File: src/rtl/byte_serial_subtractor_if.sv
// rtl/byte_serial_subtractor_if.sv - operand/result handshake bundle for byte_serial_subtractor
interface byte_serial_subtractor_if #(
  parameter int WIDTH = 32
);
  logic             in_valid;
  logic             in_ready;
  logic [WIDTH-1:0] data_a;
  logic [WIDTH-1:0] data_b;
  logic             out_valid;
  logic             out_ready;
  logic [WIDTH-1:0] result;
  logic             borrow_out;
  logic             overflow;
  logic             zero;

  modport master (
    output in_valid, data_a, data_b, out_ready,
    input  in_ready, out_valid, result, borrow_out, overflow, zero
  );

  modport slave (
    input  in_valid, data_a, data_b, out_ready,
    output in_ready, out_valid, result, borrow_out, overflow, zero
  );
endinterface

File: src/rtl/byte_serial_subtractor.sv
// rtl/byte_serial_subtractor.sv - multi-cycle a-b using one 8-bit a+~b+carry stage per clock
module byte_serial_subtractor #(
  parameter int WIDTH = 32
) (
  input logic                    clock,
  input logic                    reset,
  byte_serial_subtractor_if.slave bus
);
  localparam int NB = WIDTH / 8;
  localparam int IW = (NB > 1) ? $clog2(NB) : 1;

  typedef enum logic [1:0] {IDLE, RUN, DONE} state_t;

  state_t           state;
  logic [WIDTH-1:0] op_a;
  logic [WIDTH-1:0] op_nb;
  logic [WIDTH-1:0] res_r;
  logic             carry;
  logic [IW-1:0]    idx;
  logic             in_ready_r;
  logic             out_valid_r;
  logic             borrow_r;
  logic             ovf_r;
  logic             zero_r;

  logic [7:0]       a_byte;
  logic [7:0]       nb_byte;
  logic [8:0]       sum;
  logic [WIDTH-1:0] next_res;
  logic             last;

  // The subtrahend is inverted at accept time, so the byte stage is a plain adder.
  always_comb begin
    a_byte   = op_a[{idx, 3'b000} +: 8];
    nb_byte  = op_nb[{idx, 3'b000} +: 8];
    sum      = {1'b0, a_byte} + {1'b0, nb_byte} + {8'b0, carry};
    next_res = res_r;
    next_res[{idx, 3'b000} +: 8] = sum[7:0];
    last     = (idx == IW'(NB - 1));
  end

  always_ff @(posedge clock) begin
    if (reset) begin
      state       <= IDLE;
      op_a        <= '0;
      op_nb       <= '0;
      res_r       <= '0;
      carry       <= 1'b0;
      idx         <= '0;
      in_ready_r  <= 1'b0;
      out_valid_r <= 1'b0;
      borrow_r    <= 1'b0;
      ovf_r       <= 1'b0;
      zero_r      <= 1'b0;
    end else begin
      case (state)
        IDLE: begin
          in_ready_r <= 1'b1;
          if (bus.in_valid && in_ready_r) begin
            op_a       <= bus.data_a;
            op_nb      <= ~bus.data_b;
            carry      <= 1'b1;
            idx        <= '0;
            in_ready_r <= 1'b0;
            state      <= RUN;
          end
        end
        RUN: begin
          res_r <= next_res;
          carry <= sum[8];
          idx   <= idx + IW'(1);
          // Flags come from the fully assembled result on the final byte edge.
          if (last) begin
            borrow_r    <= ~sum[8];
            ovf_r       <= (op_a[WIDTH-1] == op_nb[WIDTH-1]) &&
                           (next_res[WIDTH-1] != op_a[WIDTH-1]);
            zero_r      <= (next_res == '0);
            out_valid_r <= 1'b1;
            state       <= DONE;
          end
        end
        DONE: begin
          if (bus.out_ready) begin
            out_valid_r <= 1'b0;
            in_ready_r  <= 1'b1;
            state       <= IDLE;
          end
        end
        default: state <= IDLE;
      endcase
    end
  end

  assign bus.in_ready   = in_ready_r;
  assign bus.out_valid  = out_valid_r;
  assign bus.result     = res_r;
  assign bus.borrow_out = borrow_r;
  assign bus.overflow   = ovf_r;
  assign bus.zero       = zero_r;
endmodule

File: src/flat_wrapper.sv
// flat-port wrapper written by rule: the top's interface ports become plain ports
module byte_serial_subtractor_flat 
#(
  parameter int WIDTH = 32
)
  (clock, reset, bus_in_valid, bus_data_a, bus_data_b, bus_out_ready, bus_in_ready, bus_out_valid, bus_result, bus_borrow_out, bus_overflow, bus_zero);
  byte_serial_subtractor_if #(.WIDTH(WIDTH)) bus_i ();
  input logic clock;
  input logic reset;
  input wire logic [$bits(bus_i.in_valid)-1:0] bus_in_valid;
  input wire logic [$bits(bus_i.data_a)-1:0] bus_data_a;
  input wire logic [$bits(bus_i.data_b)-1:0] bus_data_b;
  input wire logic [$bits(bus_i.out_ready)-1:0] bus_out_ready;
  output wire logic [$bits(bus_i.in_ready)-1:0] bus_in_ready;
  output wire logic [$bits(bus_i.out_valid)-1:0] bus_out_valid;
  output wire logic [$bits(bus_i.result)-1:0] bus_result;
  output wire logic [$bits(bus_i.borrow_out)-1:0] bus_borrow_out;
  output wire logic [$bits(bus_i.overflow)-1:0] bus_overflow;
  output wire logic [$bits(bus_i.zero)-1:0] bus_zero;
  assign bus_i.in_valid = bus_in_valid;
  assign bus_i.data_a = bus_data_a;
  assign bus_i.data_b = bus_data_b;
  assign bus_i.out_ready = bus_out_ready;
  assign bus_in_ready = bus_i.in_ready;
  assign bus_out_valid = bus_i.out_valid;
  assign bus_result = bus_i.result;
  assign bus_borrow_out = bus_i.borrow_out;
  assign bus_overflow = bus_i.overflow;
  assign bus_zero = bus_i.zero;
  byte_serial_subtractor #(.WIDTH(WIDTH)) u_core (.clock(clock), .reset(reset), .bus(bus_i));
endmodule
File: config.mk
export PLATFORM = sky130hd
export DESIGN_NAME = byte_serial_subtractor_flat
export DESIGN_NICKNAME = d
export VERILOG_FILES = /design/src/rtl/byte_serial_subtractor_if.sv /design/src/rtl/byte_serial_subtractor.sv /design/src/flat_wrapper.sv
export SDC_FILE = /design/constraint.sdc
export NUM_CORES = 1
export LEC_CHECK = 0
export BUFFER_PORTS_ARGS = -buffer_cell sky130_fd_sc_hd__buf_2
export CELL_PAD_IN_SITES_DETAIL_PLACEMENT = 2
export CELL_PAD_IN_SITES_GLOBAL_PLACEMENT = 2
export CORE_ASPECT_RATIO = 0.5
export CORE_MARGIN = 2
export CORE_UTILIZATION = 32
export DETAILED_ROUTE_END_ITERATION = 10
export PLACE_DENSITY = 0.87
export SETUP_SLACK_MARGIN = 0.15
export SLEW_MARGIN = 20
export SYNTH_ARGS = -nofsm -noshare
export SYNTH_HDL_FRONTEND = slang
export SYNTH_SLANG_ARGS = --single-unit
File: constraint.sdc
create_clock -name clock -period 3.9 [get_ports clock]
set_input_delay 0.78 -clock clock [delete_from_list [all_inputs] [get_ports clock]]
set_output_delay 0.78 -clock clock [all_outputs]
set_load 0.01 [all_outputs]
# Yosys cells after proc, flatten, opt, wreduce, memory -nomap -nowiden

Index checks and enable logic that the tools add are counted.

Register bits: 106
Word-level logic and storage cells: 57
Output and inout bits: 37

Bitwise logic cells: 2
Add/sub/neg operators: 4
Equality and inequality tests: 8
Muxes and demuxes: 15
Shifts and indexed selects: 4
Reductions and logical operators: 13

Operators by type and width:

| kind                                                                    | count |
|---|---|
| 32-bit by 6-bit variable part select with 8-bit output                  | 2 |
| 32-bit bitwise mux                                                      | 1 |
| 32-bit zero test                                                        | 1 |
| 32-bit inverter                                                         | 1 |
| 8-bit by 7-bit variable shift with 32-bit output (first input constant) | 1 |
| 8-bit by 7-bit variable part select with 32-bit output                  | 1 |
| 8-bit by 8-bit adder with 9-bit output                                  | 1 |
| 9-bit by 1-bit adder with 9-bit output                                  | 1 |
| 2-bit 2-to-1 mux                                                        | 4 |
| 2-bit AND reduction                                                     | 4 |
| 5-bit negation with 7-bit output                                        | 1 |
| 1-bit one-hot mux with 2 select lines                                   | 3 |
| 2-bit one-hot mux with 3 select lines                                   | 1 |
| 3-bit AND reduction                                                     | 2 |
| 2-bit nonzero test                                                      | 3 |
| 1-bit 2-to-1 mux                                                        | 5 |
| 2-bit equality test (second input constant)                             | 2 |
| 2-bit by 1-bit != test with 1-bit output (second input constant)        | 2 |
| 2-bit one-hot mux with 2 select lines                                   | 1 |
| 2-bit by 1-bit adder with 2-bit output (second input constant)          | 1 |
| 2-bit by 1-bit equality test with 1-bit output (second input constant)  | 1 |
| 1-bit logical AND                                                       | 2 |
| 2-bit zero test                                                         | 1 |
| 2-bit != test (second input constant)                                   | 1 |
| 3 further kinds                                                         | 3 |

# Depth between registers and ports, before layout

Word-level depth: 7
Depth in mapped cells: 12
Mapped depth without buffers: 10

# Worst setup path after synthesis

Ideal clock, no wire load.

Path type: register to register
Start point: register u_core.idx[1]
End point: register u_core.zero_r, in the netlist u_core.bus.zero
Clock period less this slack: 3.453 ns
Arrival: 3.337 ns
Buffers on the path: 2
Path slack: 0.447 ns
Cell stages (with the launch flop): 13
Path through: dfxtp_1 clkbuf_1 clkbuf_1 mux4_2 fa_1 inv_1 fa_1 nor2b_1 o311ai_0 a21oi_1 a211oi_1 nand2_1 a31o_2

Cells in the longest elaborated chain, start to end: 6

Ends and longest elaborated chain:

| element                                                                   | line                                                       | text |
|---|---|---|
| start: declaration                                                        | byte_serial_subtractor.sv:19                               | `logic [IW-1:0] idx;` |
| start signal: assignment                                                  | byte_serial_subtractor.sv:71                               | `idx <= idx + IW'(1);` |
| 32-bit by 6-bit variable part select with 8-bit output (on tied branches) | byte_serial_subtractor.sv:34, byte_serial_subtractor.sv:35 |  |
| 8-bit by 8-bit adder with 9-bit output                                    | byte_serial_subtractor.sv:36                               | `sum = {1'b0, a_byte} + {1'b0, nb_byte} + {8'b0, carry};` |
| 9-bit by 1-bit adder with 9-bit output                                    | byte_serial_subtractor.sv:36                               |  |
| 8-bit by 7-bit variable part select with 32-bit output                    | byte_serial_subtractor.sv:38                               | `next_res[{idx, 3'b000} +: 8] = sum[7:0];` |
| 32-bit bitwise mux                                                        | byte_serial_subtractor.sv:38                               |  |
| 32-bit zero test                                                          | byte_serial_subtractor.sv:77                               | `zero_r <= (next_res == '0);` |
| end signal: assignment                                                    | byte_serial_subtractor.sv:77                               |  |
| end: declaration                                                          | byte_serial_subtractor.sv:24                               | `logic zero_r;` |

Several ways; a longest one is shown, not always the timed one.
A chain may end at the register's enable or synchronous reset.

# Final worst setup path

Start point: register u_core.idx[1]
End point: register u_core.res_r[7], in the netlist u_core.bus.result[7]

Cells in the longest elaborated chain, start to end: 5

Ends and longest elaborated chain:

| element                                                                   | line                                                       | text |
|---|---|---|
| 32-bit by 6-bit variable part select with 8-bit output (on tied branches) | byte_serial_subtractor.sv:34, byte_serial_subtractor.sv:35 |  |
| 8-bit by 8-bit adder with 9-bit output                                    | byte_serial_subtractor.sv:36                               |  |
| 9-bit by 1-bit adder with 9-bit output                                    | byte_serial_subtractor.sv:36                               |  |
| 8-bit by 7-bit variable part select with 32-bit output                    | byte_serial_subtractor.sv:38                               |  |
| 32-bit bitwise mux (*)                                                    | byte_serial_subtractor.sv:38                               |  |
| end signal: assignment                                                    | byte_serial_subtractor.sv:69                               | `res_r <= next_res;` |
| end: declaration                                                          | byte_serial_subtractor.sv:17                               | `logic [WIDTH-1:0] res_r;` |

Mark *: on every way between the ends. The rest lies on a longest branch, timed or not.

==> results.md <==
- Die Height: 89.27 um
- Worst Tran Pin Value: approximately 0.93 ns
- Post-synth top area share: 45.60%
- Placed Instance Area: 5396 um2
- Starting density of the core: approximately a third
- Ys async rst share: 0%
- Congestion Overflow GR: 0
- Worst-Skew Late Latency: about 0.36 ns
- Area taken by multi-input logic gates: ~2400 um2
- Ranking of synthesized cells by area: dfxtp_1 46%, mux4_2 7.7%, nand2_1 6.4%, nor2_1 6.3%, a211oi_1 5.5%
- Pwr Density: 432.3 nW/um2
- First-pass GRT wire length: between 20000 and 25000 um
- HPWL Detailed: around 12000 um
- Main synth FF type: dfxtp_1
- Clock skew: ~0.013 ns
- Final Setup Violations: 0
- Max cap viols: 0
- Period utilization: a little over four fifths
- Max-slew headroom: between 30% and 40%
- Pin count of the biggest net entering global routing: 100
- Layout cells sized above 1: roughly 26%
- Initial antenna violation count: 1
- Worst slack at placement: ~0.63 ns
- # IOs: roughly 110
- Power Total: 2.468 mW
- Via count: between 4000 and 5000
- Via density: roughly 5.3
- Flip-flop and latch area: 2122 um2
- Worst Setup End Kind: flip-flop
- Synthesized instance count: about 510
- Iter 0 DRT Violations: 260
- Die ar.: roughly 16000 um2
- Top achievable clock speed: approximately 300 MHz
- CP Data Required Time: ~4.2 ns
- Mapped Avg Cell Area: 9.106 um2
- Total CTS buffers: 9
- CTS tree: done
- Most frequent cell after synthesis: dfxtp_1
- Worst Path Max Fanout: 20
- Core ar.: between 10000 and 15000 um2
- Mapped Nets: 594
- Kind of critical path: flip-flop to flip-flop
- RSZ-0062 raised after global routing: false
- Setup crit start kind: flip-flop
- Routed wire per std cell: between 20 and 25 um
- Sequential area share after synthesis: between 40% and 50%
- CTS Hold Bufs: 0
- Port bufs: approximately 100
- Status: finished, final reports clean
- Leading area contributor after synthesis: dfxtp_1
- Reg clk slew, reported paths: roughly 0.080 ns
- Cell leakage power: roughly 2.2 nW
- CTS sink cnt: ~110
- Synth Register Bits: about 110
- Post-CTS setup buffers: 0
- Final Critical Period: between 3 and 4 ns
- # fillers: 1616
- Cell Rows: 31
- Vias in the first global route: approximately 4500
- Setup ws final: between 0.5 and 0.6 ns
- Largest buffer count on any clock path: 2
- Arr. time, crit path: around 3.6 ns
- HP Class: flip-flop to flip-flop
- Die W: between 150 and 200 um
- Final antenna-violating net count: 0
- Yosys cell types: 47
- Post-layout net count: 686
- GRT Total Usage: between 20% and 30%
- P&R area growth vs syn: 22.69%
- Post-CTS sizing: 0
- Root Driver: clkbuf_16
- Peak VDD IR: approximately 0.22 mV
- Routability cong.: between 0.8 and 0.9
- Fin area: 5709 um2
- Netlist Area Pre-Place: 4653 um2
- H-tree depth: 3
- Residual DRC: 0
- Synthesis Warnings: 0
- Slew Viols, Final: 0
- 1st-pass router iterations: 4
- Post-synth top cells: 106 x dfxtp_1, 79 x nand2_1, 78 x nor2_1
- EDFF count, synth: 0
- Detailed Route WL: ~16000 um
- Final hold vios: 0
- Setup TNS after final layout: 0 ns
[flip-flops by register name (all words and copies together), names as in the netlist]
signal	count
u_core.carry	1
u_core.bus.zero	1
u_core.bus.borrow_out	1
u_core.bus.overflow	1
u_core.op_nb	32
u_core.bus.result	32
u_core.state	2
u_core.op_a	32
u_core.bus.in_ready	1
u_core.idx	2
u_core.bus.out_valid	1
[worst max-delay path, stage by stage, from the launching register on]
cell and delay, ns:
dfxtp_1 0.37, buf_4 0.32, mux4_2 0.57, ha_1 0.31
a21o_1 0.20, a41oi_1 0.44, a31oi_1 0.25, xor2_1 0.44
a22oi_1 0.16, nor2_1 0.17
[through the flow]
stage / utilization (%) / hold WS [ns] / instances
global placement: 37.60 / 0.4408 / 790
finish: 39.78 / 0.4634 / 807
global route: 39.78 / 0.5023 / 807
floorplan: - / 0.4331 / 511
detailed placement: 37.60 / 0.4493 / 790
CTS: 39.76 / 0.4612 / 806
[report_power, final]
part | internal [mW] | switching, mW
Clock | 0.459 | 0.483
Sequential | 1.13 | 0.0373
Combinational | 0.139 | 0.217
[final timing paths]
path                          startpoint                                end  slack, ns  cells past startpoint
min reg2reg  u_core.op_a[6]$_SDFFE_PP0P_        u_core.op_a[6]$_SDFFE_PP0P_       0.46                      2
max           u_core.idx[1]$_SDFFE_PP0P_  u_core.bus.result[7]$_SDFFE_PP0P_       0.59                      9
min          u_core.op_a[6]$_SDFFE_PP0P_        u_core.op_a[6]$_SDFFE_PP0P_       0.46                      2
max reg2reg   u_core.idx[1]$_SDFFE_PP0P_  u_core.bus.result[7]$_SDFFE_PP0P_       0.59                      9
[cells by family after synthesis]
logic type                 Yosys count  share of synthesized area (%)
xor gates and xnor gates             5                         0.9413
and+or+nand+nor                    193                          18.20
adders and majority gates           15                          4.356
muxes                               17                          7.959
buffers and inverters               41                          3.442
DFF                                106                          45.60
AOI/OAI and AO/OA                  134                          19.49
[routing by layer]
| metal | track usage [%] | wire, um | up-vias |
|---|---|---|---|
| met3 | 4.592 | 663 | 19 |
| met1 | 26.15 | 7276 | 2142 |
| li1 | - | - | 2017 |
| met5 | 0 | 0 | - |
| met4 | 6.439 | 209 | 0 |
| met2 | 37.27 | 8005 | 89 |
[cells in the final DEF, fill, tap and decap left out, drive strengths merged, types with 4 or more instances in the layout]
cell	n
a21oi	44
nor2	78
dfxtp	106
a211oi	34
nor3	8
nand2	79
clkbuf	9
a22oi	33
nor4	9
mux4	16
clkinv	4
buf	114
ha	13
inv	10
[final cells by class]
type | count | area share, %
sequential | 106 | 37.17
clock inverter | 7 | 1.490
multi-input combinational | 364 | 41.79
clock buffer | 9 | 3.945
inverter | 8 | 0.5260
timing repair buffer | 114 | 10.69
antenna | 1 | 0.04383
tap | 198 | 4.339
Power figures use the tool's default switching activity.
